File: src/rtl/stdp_mux_pkg.sv
// Shared types and constants for the STDP channel scan mux.
// Optional feature macro: STDP_SCAN_MASK_EN (see stdp_chan_scan_mux).
package stdp_mux_pkg;

  typedef enum logic {
    IDLE = 1'b0,
    SCAN = 1'b1
  } scan_state_e;

  localparam logic MODE_DIRECT = 1'b0;
  localparam logic MODE_SCAN   = 1'b1;

endpackage

File: src/rtl/stdp_next_chan.sv
// Combinational priority finder: lowest set mask bit at or above i_from.
// o_none is set when no enabled channel remains (i_from may equal NUM_CH).
module stdp_next_chan #(
  parameter  int unsigned NUM_CH = 16,
  localparam int unsigned SEL_W  = $clog2(NUM_CH)
) (
  input  logic [NUM_CH-1:0] i_mask,
  input  logic [SEL_W:0]    i_from,
  output logic [SEL_W-1:0]  o_next,
  output logic              o_none
);

  // Descending walk so the lowest qualifying bit is the last one written.
  always_comb begin
    o_next = '0;
    o_none = 1'b1;
    for (int i = int'(NUM_CH) - 1; i >= 0; i--) begin
      if (i_mask[i] && ((SEL_W+1)'(i) >= i_from)) begin
        o_next = SEL_W'(i);
        o_none = 1'b0;
      end
    end
  end

endmodule

File: src/rtl/stdp_chan_scan_mux.sv
// Registered N:1 channel selector with direct (random access) and scan (round-robin) modes.
// Optional macro STDP_SCAN_MASK_EN adds ch_mask to skip disabled channels during a scan.
module stdp_chan_scan_mux
  import stdp_mux_pkg::*;
#(
  parameter  int unsigned WIDTH  = 16,
  parameter  int unsigned NUM_CH = 16,
  localparam int unsigned SEL_W  = $clog2(NUM_CH)
) (
  input  logic              clk,
  input  logic              rst,
  input  logic [WIDTH-1:0]  in_data [0:NUM_CH-1],
  input  logic              mode,
  input  logic [SEL_W-1:0]  sel,
  input  logic              sel_valid,
  output logic              sel_ready,
  input  logic              start,
  output logic [WIDTH-1:0]  out_data,
  output logic [SEL_W-1:0]  out_ch,
  output logic              out_last,
  output logic              out_valid,
  input  logic              out_ready,
`ifdef STDP_SCAN_MASK_EN
  input  logic [NUM_CH-1:0] ch_mask,
`endif
  output logic              busy,
  output logic              done
);

  scan_state_e       r_state, w_state_nxt;
  logic [SEL_W-1:0]  r_idx, w_idx_nxt;
  logic [WIDTH-1:0]  r_out_data, w_out_data_nxt;
  logic [SEL_W-1:0]  r_out_ch, w_out_ch_nxt;
  logic              r_out_last, w_out_last_nxt;
  logic              r_out_valid, w_out_valid_nxt;
  logic              r_busy, w_busy_nxt;
  logic              r_done, w_done_nxt;

  logic              w_slot_free;
  logic              w_sel_ready;
  logic [WIDTH-1:0]  w_sel_data;
  logic [NUM_CH-1:0] w_mask;
  logic [SEL_W:0]    w_from;
  logic [SEL_W-1:0]  w_next;
  logic              w_none;

`ifdef STDP_SCAN_MASK_EN
  logic [NUM_CH-1:0] r_mask;

  // Mask tracks the port while idle and freezes for the duration of a scan.
  always_ff @(posedge clk) begin
    if (rst) begin
      r_mask <= '0;
    end else if (r_state == IDLE) begin
      r_mask <= ch_mask;
    end
  end

  assign w_mask = (r_state == IDLE) ? ch_mask : r_mask;
`else
  // With every channel enabled the finder reduces to idx+1.
  assign w_mask = '1;
`endif

  // Idle searches for the first channel; in scan, for the one after the current idx.
  assign w_from = (r_state == IDLE) ? '0
                                    : ((SEL_W+1)'(r_idx) + (SEL_W+1)'(1));

  stdp_next_chan #(
    .NUM_CH (NUM_CH)
  ) u_next_chan (
    .i_mask (w_mask),
    .i_from (w_from),
    .o_next (w_next),
    .o_none (w_none)
  );

  assign w_slot_free = !r_out_valid || out_ready;
  assign w_sel_ready = w_slot_free && (r_state == IDLE) && (mode == MODE_DIRECT);

  // Out-of-range direct index still yields a valid beat carrying zero.
  always_comb begin
    w_sel_data = '0;
    if (32'(sel) < NUM_CH) begin
      w_sel_data = in_data[sel];
    end
  end

  // Next-state and output-register logic.
  always_comb begin
    w_state_nxt     = r_state;
    w_idx_nxt       = r_idx;
    w_out_data_nxt  = r_out_data;
    w_out_ch_nxt    = r_out_ch;
    w_out_last_nxt  = r_out_last;
    w_out_valid_nxt = r_out_valid && !out_ready;
    w_done_nxt      = r_out_valid && out_ready && r_out_last;

    case (r_state)
      IDLE: begin
        if (start && (mode == MODE_SCAN)) begin
          if (w_none) begin
            w_done_nxt = 1'b1;
          end else begin
            w_state_nxt = SCAN;
            w_idx_nxt   = w_next;
          end
        end else if (sel_valid && w_sel_ready) begin
          w_out_data_nxt  = w_sel_data;
          w_out_ch_nxt    = sel;
          w_out_last_nxt  = 1'b0;
          w_out_valid_nxt = 1'b1;
        end
      end
      SCAN: begin
        if (w_slot_free) begin
          w_out_data_nxt  = in_data[r_idx];
          w_out_ch_nxt    = r_idx;
          w_out_last_nxt  = w_none;
          w_out_valid_nxt = 1'b1;
          if (w_none) begin
            w_state_nxt = IDLE;
            w_idx_nxt   = '0;
          end else begin
            w_idx_nxt   = w_next;
          end
        end
      end
      default: begin
        w_state_nxt = IDLE;
        w_idx_nxt   = '0;
      end
    endcase

    w_busy_nxt = (w_state_nxt == SCAN);
  end

  always_ff @(posedge clk) begin
    if (rst) begin
      r_state     <= IDLE;
      r_idx       <= '0;
      r_out_data  <= '0;
      r_out_ch    <= '0;
      r_out_last  <= 1'b0;
      r_out_valid <= 1'b0;
      r_busy      <= 1'b0;
      r_done      <= 1'b0;
    end else begin
      r_state     <= w_state_nxt;
      r_idx       <= w_idx_nxt;
      r_out_data  <= w_out_data_nxt;
      r_out_ch    <= w_out_ch_nxt;
      r_out_last  <= w_out_last_nxt;
      r_out_valid <= w_out_valid_nxt;
      r_busy      <= w_busy_nxt;
      r_done      <= w_done_nxt;
    end
  end

  assign sel_ready = w_sel_ready;
  assign out_data  = r_out_data;
  assign out_ch    = r_out_ch;
  assign out_last  = r_out_last;
  assign out_valid = r_out_valid;
  assign busy      = r_busy;
  assign done      = r_done;

endmodule
File: config.mk
export PLATFORM = sky130hd
export DESIGN_NAME = stdp_chan_scan_mux
export DESIGN_NICKNAME = d
export VERILOG_FILES = /design/src/rtl/stdp_mux_pkg.sv /design/src/rtl/stdp_next_chan.sv /design/src/rtl/stdp_chan_scan_mux.sv
export SDC_FILE = /design/constraint.sdc
export NUM_CORES = 1
export LEC_CHECK = 0
export CAP_MARGIN = 20
export CORE_MARGIN = 2
export CORE_UTILIZATION = 35
export DETAILED_ROUTE_END_ITERATION = 10
export PLACE_DENSITY = 0.83
export SLEW_MARGIN = 10
export SYNTH_ARGS = -nofsm -noshare
export SYNTH_HDL_FRONTEND = slang
export SYNTH_SLANG_ARGS = --single-unit
File: constraint.sdc
create_clock -name clk -period 2.85 [get_ports clk]
set_clock_uncertainty 0.05 [all_clocks]
set_input_delay 0.57 -clock clk [delete_from_list [all_inputs] [get_ports clk]]
set_output_delay 0.57 -clock clk [all_outputs]
set_load 0.005 [all_outputs]
== After elaboration in Yosys (flattened, before gate mapping) ==
Index checks and enable logic that the tools add are counted.

* Bits in registers: 28
* Bits of input ports: 266
* Output and inout bits: 25
* Logic and storage cells: 114

* Add/sub/neg operators: 1
* Order comparisons: 18
* Equal/unequal tests: 5
* Mux-type cells: 67
* Bitwise logic cells: 4
* Reductions and logical operators: 12

{| class="wikitable"
|+ Operators by type and width
! kind !! count
|-
| $bmux 16 s4 || 2
|-
| $mux 16 || 7
|-
| $mux 4 || 23
|-
| $ge 4x5->1 const A || 8
|-
| $pmux 16 s2 || 1
|-
| $mux 1 || 28
|-
| $ge 3x5->1 const A || 4
|-
| $pmux 4 s2 || 2
|-
| $ge 1x5->1 const A || 2
|-
| $ge 2x5->1 const A || 2
|-
| $ge 5x5->1 const B || 2
|-
| $not 4->5 || 2
|-
| $logic_and 1x1->1 || 7
|-
| $ne 2x1->1 const B || 3
|-
| $pmux 1 s2 || 3
|-
| $reduce_and 3->1 || 2
|-
| $add 4x1->5 const B || 1
|-
| $mux 5 || 1
|-
| $ne 2x2->1 const B || 2
|-
| $logic_not 1->1 || 2
|-
| $not 1->1 || 2
|-
| $logic_or 1x1->1 || 1
|}

== Logic depth before layout (Yosys ltp) ==
Gate-level depths: netlist of the first run.

* Depth in word-level cells: 22
* Mapped depth: 7
* Gate-level depth less buffers: 4

== Cells and area by module ==
A second synthesis of the first run with hierarchy kept.

* Cells, all modules: 614
* Area, all modules: 5,790.6 µm²

{| class="wikitable"
|+ By module, submodules not included
! module !! instances !! cells an instance !! area each (µm²) !! sequential area each (µm²)
|-
| stdp_chan_scan_mux || 1 || 541 || 5,348.9 || 560.5
|-
| stdp_next_chan || 1 || 73 || 441.7 || 0.0
|}

== Worst setup path before layout of the first run ==
OpenSTA, ideal clock, no wires.

* Path kind: input port to flip-flop
* Start: input port sel[1]
* End: register r_out_data[0] (netlist: out_data[0])
* Setup time: 124 ps
* Data arrival time: 1,948 ps
* Required time: 2,676 ps
* Slack: 727 ps
* Cell stages on the path: 6
* Buffers on the path: 2
* Path through: buf_2 -> clkbuf_1 -> mux4_2 -> a22oi_1 -> a21oi_1 -> a2111o_1

* Cells in the longest elaborated chain, start to end: 7

{| class="wikitable"
|+ RTL lines
! element !! line !! RTL
|-
| start: declaration || stdp_chan_scan_mux.sv:14 || <nowiki>input logic [SEL_W-1:0] sel,</nowiki>
|-
| $not 4->5 (implied by the code) || stdp_chan_scan_mux.sv:85 || <nowiki>w_sel_data = in_data[sel];</nowiki>
|-
| $bmux 16 s4 || stdp_chan_scan_mux.sv:85 ||
|-
| $mux 16 (implied by the code) (2 in a row) || stdp_chan_scan_mux.sv:85 ||
|-
| $mux 16 || stdp_chan_scan_mux.sv:108 || <nowiki>end else if (sel_valid && w_sel_ready) begin</nowiki>
|-
| $mux 16 || stdp_chan_scan_mux.sv:101 || <nowiki>if (start && (mode == MODE_SCAN)) begin</nowiki>
|-
| $pmux 16 s2 || stdp_chan_scan_mux.sv:99 || <nowiki>case (r_state)</nowiki>
|-
| end signal: assignment || stdp_chan_scan_mux.sv:151 || <nowiki>r_out_data <= w_out_data_nxt;</nowiki>
|-
| end: declaration || stdp_chan_scan_mux.sv:32 || <nowiki>logic [WIDTH-1:0] r_out_data, w_out_data_nxt;</nowiki>
|}

Every way passes these cells. The select of a mux whose other input is x is not followed.
A chain may end at the register's enable or synchronous reset.

== Worst setup path after layout of the first run ==
* Start: input port out_ready
* End: output port sel_ready

* Cells in the longest elaborated chain, start to end: 3

{| class="wikitable"
|+ RTL lines
! element !! line !! RTL
|-
| start: declaration || stdp_chan_scan_mux.sv:22 || <nowiki>input logic out_ready,</nowiki>
|-
| $logic_or 1x1->1 || stdp_chan_scan_mux.sv:78 || <nowiki>assign w_slot_free = !r_out_valid || out_ready;</nowiki>
|-
| $logic_and 1x1->1 (2 in a row) || stdp_chan_scan_mux.sv:79 || <nowiki>assign w_sel_ready = w_slot_free && (r_state == IDLE) && (mode == MODE_DIRECT);</nowiki>
|-
| end: declaration || stdp_chan_scan_mux.sv:16 || <nowiki>output logic sel_ready,</nowiki>
|}

Every way passes these cells.

==> results.sh, run 1 <==
export IMPL_htreeDepth=1
export IMPL_status="finished, final reports clean"
export IMPL_synth_main_ff_cell="dfxtp_1"
export IMPL_dpl_cell_area_um2=8270
export IMPL_yosysUniqueCellTypes=35
export IMPL_antenna_found_initial=0
export IMPL_grt_start_max_net_pins=66
export IMPL_cts_resized=0
export IMPL_die_y_um=125
export IMPL_max_stage_delay_ns=0.46
export IMPL_tightest_slew_ns=0.952
export IMPL_wl_um=21800
export IMPL_worstSkewPairLatency_ns=0.27
export IMPL_critPathCaptureType="primary output"
export IMPL_numCtsBuffers=3
export IMPL_avgSynthCellArea_um2=10.4
export IMPL_top_layer="met4"
export IMPL_initial_core_util_pct=35.6
export IMPL_ys_warn_count=0
export IMPL_drt_iter0_drc=386
export IMPL_antenna_cells=0
export IMPL_crit_reg2reg_launch="r_idx[0]$_SDFFE_PP0P_"
export IMPL_ir_drop_uv=222
export IMPL_die_w_um=125
export IMPL_synth_edf_count=0
export IMPL_setup_tns_ns=0
export IMPL_pre_cts_slack_ns=0.0899
export IMPL_gp_congestion=0.860
export IMPL_hold_violations=0
export IMPL_rsz0062_at_grt="false"
export IMPL_yosys_top_cells_area="mux2i_1 26%, mux4_2 24%, a22oi_1 14%"
export IMPL_syn_to_final_growth_pct=62.5
export IMPL_clk_pin_slew_worst_paths_ns=0.08
export IMPL_grt_pass1_wl_um=33700
export IMPL_vias=5850
export IMPL_period_minus_slack_ns=2.56
export IMPL_worstSetupStartpointType="primary input"
export IMPL_fin_ws_ns=0.295
export IMPL_core_area_um2=14500
export IMPL_drc_errors=0
export IMPL_relSlewSlack_pct=36.3
export IMPL_dp_hpwl_um=16600
export IMPL_min_path_type="flop to flop"
export IMPL_fmax_ghz=0.391
export IMPL_hold_path_startpoint="out_data[13]$_SDFFE_PP0P_"
export IMPL_worstPathMaxFanout=6
export IMPL_ys_async_sr_fraction_pct=0
export IMPL_post_cts_buffers=0
export IMPL_critPathKind="primary input to primary output"
export IMPL_drive_gt1_share_pct=12.5
export IMPL_io_buffers=290
export IMPL_p_per_area_nw_per_um2=237
export IMPL_route_met2_wl_um=10900
export IMPL_wl_met1_um=8880
export IMPL_cp_arrival_ns=1.94
export IMPL_io_pins=291
export IMPL_grt_ovfl_total=0
export IMPL_leakage_nw=3.01
export IMPL_drtAntennaViolNets=0
export IMPL_synth_top_area_share_pct=25.6
export IMPL_required_ns=2.23
export IMPL_grtUsageTotal_pct=26.8
export IMPL_die_area_um2=15700
export IMPL_max_cap_violations=0
export IMPL_fp_row_count=44
export IMPL_crit_chain="clkdlybuf4s50_1 -> nor2b_1 -> nor3_1 -> clkdlybuf4s50_1"
export IMPL_clock_sinks=28
export IMPL_synth_top_area_cell="mux2i_1"
export IMPL_routedWlPerCell_um=23.2
export IMPL_finalInstanceArea_um2=8380
export IMPL_grt_pass1_vias=6059
export IMPL_crit_top_cell="clkdlybuf4s50_1"
export IMPL_vias_per_cell=6.22
export IMPL_netlist_area_um2=5160
export IMPL_total_power_mw=1.99
export IMPL_cts_tree="done"
export IMPL_syn_num_nets=764
export IMPL_dr_wl_met3_um=1550
export IMPL_synthCells=497
export IMPL_final_nets=1025
export IMPL_cts_root_buf="clkbuf_16"
export IMPL_drtPass1Iterations=5
export IMPL_ys_seq_area_share_pct=10.9
export IMPL_setup_violations=0
export IMPL_cp_startpoint="out_ready"
export IMPL_timing_final_crit_share_pct=89.7
export IMPL_slew_viol_final=0
export IMPL_clockBufferDepth=2
export IMPL_hold_buffers=0
export IMPL_cp_slowest_cell="clkdlybuf4s50_1"
export IMPL_synth_seq_cells=28
## layout by cell type (no fill, tap or decap), drive strengths merged
cell type,synthesis,final
nand2,5,5
and2,2,2
a21oi,20,20
mux2,1,1
and3,33,33
nor4,1,1
o21a,1,1
o21ai,1,1
a311oi,1,1
nand4b,1,1
mux2i,132,132
nor2b,6,6
mux4,64,64
a22oi,96,96
nand3b,1,1
buf,37,26
inv,3,3
nand3,2,2
clkbuf,21,4
a2111o,16,16
a211oi,4,4
ha,1,1
and4,2,2
dfxtp,28,28
nor3,2,2
nand2b,2,2
or3,1,1
nand4,2,2
clkdlybuf4s50,0,288
nor2,10,10
a31oi,1,1
## path summary, 6_finish.rpt
check,end,slack [ns],cells past startpoint
worst max-delay path,sel_ready,0.29,4
worst min-delay path,out_data[13]$_SDFFE_PP0P_,0.43,1
worst max register to register,out_data[15]$_SDFFE_PP0P_,0.66,5
worst min register to register,out_data[13]$_SDFFE_PP0P_,0.43,1
## area by class of cell
class	count	area, um^2
inverters	3	11.3
multi-input cells	408	4310
repair buffers	314	3160
flip-flops and latches	28	564
well taps	184	230
fillers	1236	6100
clock buffers	4	100
## worst max-delay path, delay by kind of cell
kind / cells / cell delay (ns)
buffers and inverters: 2 / 0.91
AND/OR/NAND/NOR: 2 / 0.46
## cells by family after synthesis
logic type,after synthesis,share of synthesized area [%]
adders and majority gates,1,0.243
DFF,28,10.9
buffers and inverters,61,6.07
AOI/OAI and AO/OA,140,20.5
and+or+nand+nor,70,7.84
muxes,197,54.5
## cells in the mapped netlist, types with 3 or more instances
library cell,n
nor2_1,10
a22oi_1,96
nor2b_1,6
and3_1,33
nand2_1,5
mux4_2,55
a21oi_1,20
inv_1,3
a2111o_1,16
clkbuf_1,21
mux4_1,9
buf_1,3
mux2i_1,132
a211oi_1,4
buf_2,28
buf_6,3
dfxtp_1,28
## layer usage
layer	vias up	global-route usage (%)
met4	0	5.56
met2	314	47.5
li1	2632	-
met3	38	4.11
met1	2866	34.6
met5	-	0
## registers in the layout, indices dropped and copies added, names as in the netlist
| signal | flops |
|---|---|
| out_data | 16 |
| out_ch | 4 |
| r_idx | 4 |
| busy | 1 |
| done | 1 |
| out_last | 1 |
| out_valid | 1 |
## where the power goes
group / internal (mW) / switching, mW / total [mW]
registers: 0.421 / 0.0315 / 0.453
logic: 0.708 / 0.418 / 1.13
clock network: 0.245 / 0.163 / 0.408
## metrics by stage
step | hold WS (ns) | utilization, % | cells
floorplan | 0.419 | - | 497
global placement | 0.398 | 57.1 | 936
detailed placement | 0.411 | 57.1 | 936
CTS | 0.430 | 57.8 | 940
global route | 0.439 | 57.9 | 941
finish | 0.427 | 57.9 | 941
Note: power is estimated with default switching activity, not from simulation.
==> run 2: changes to the inputs <==
--- a/config.mk
+++ b/config.mk
@@ -10,7 +10,6 @@
 export CORE_UTILIZATION = 35
 export DETAILED_ROUTE_END_ITERATION = 10
 export PLACE_DENSITY = 0.83
-export SLEW_MARGIN = 10
 export SYNTH_ARGS = -nofsm -noshare
 export SYNTH_HDL_FRONTEND = slang
 export SYNTH_SLANG_ARGS = --single-unit
==> results of run 2 <==
Final layout, timing and power as in run 1 (identical DEF).
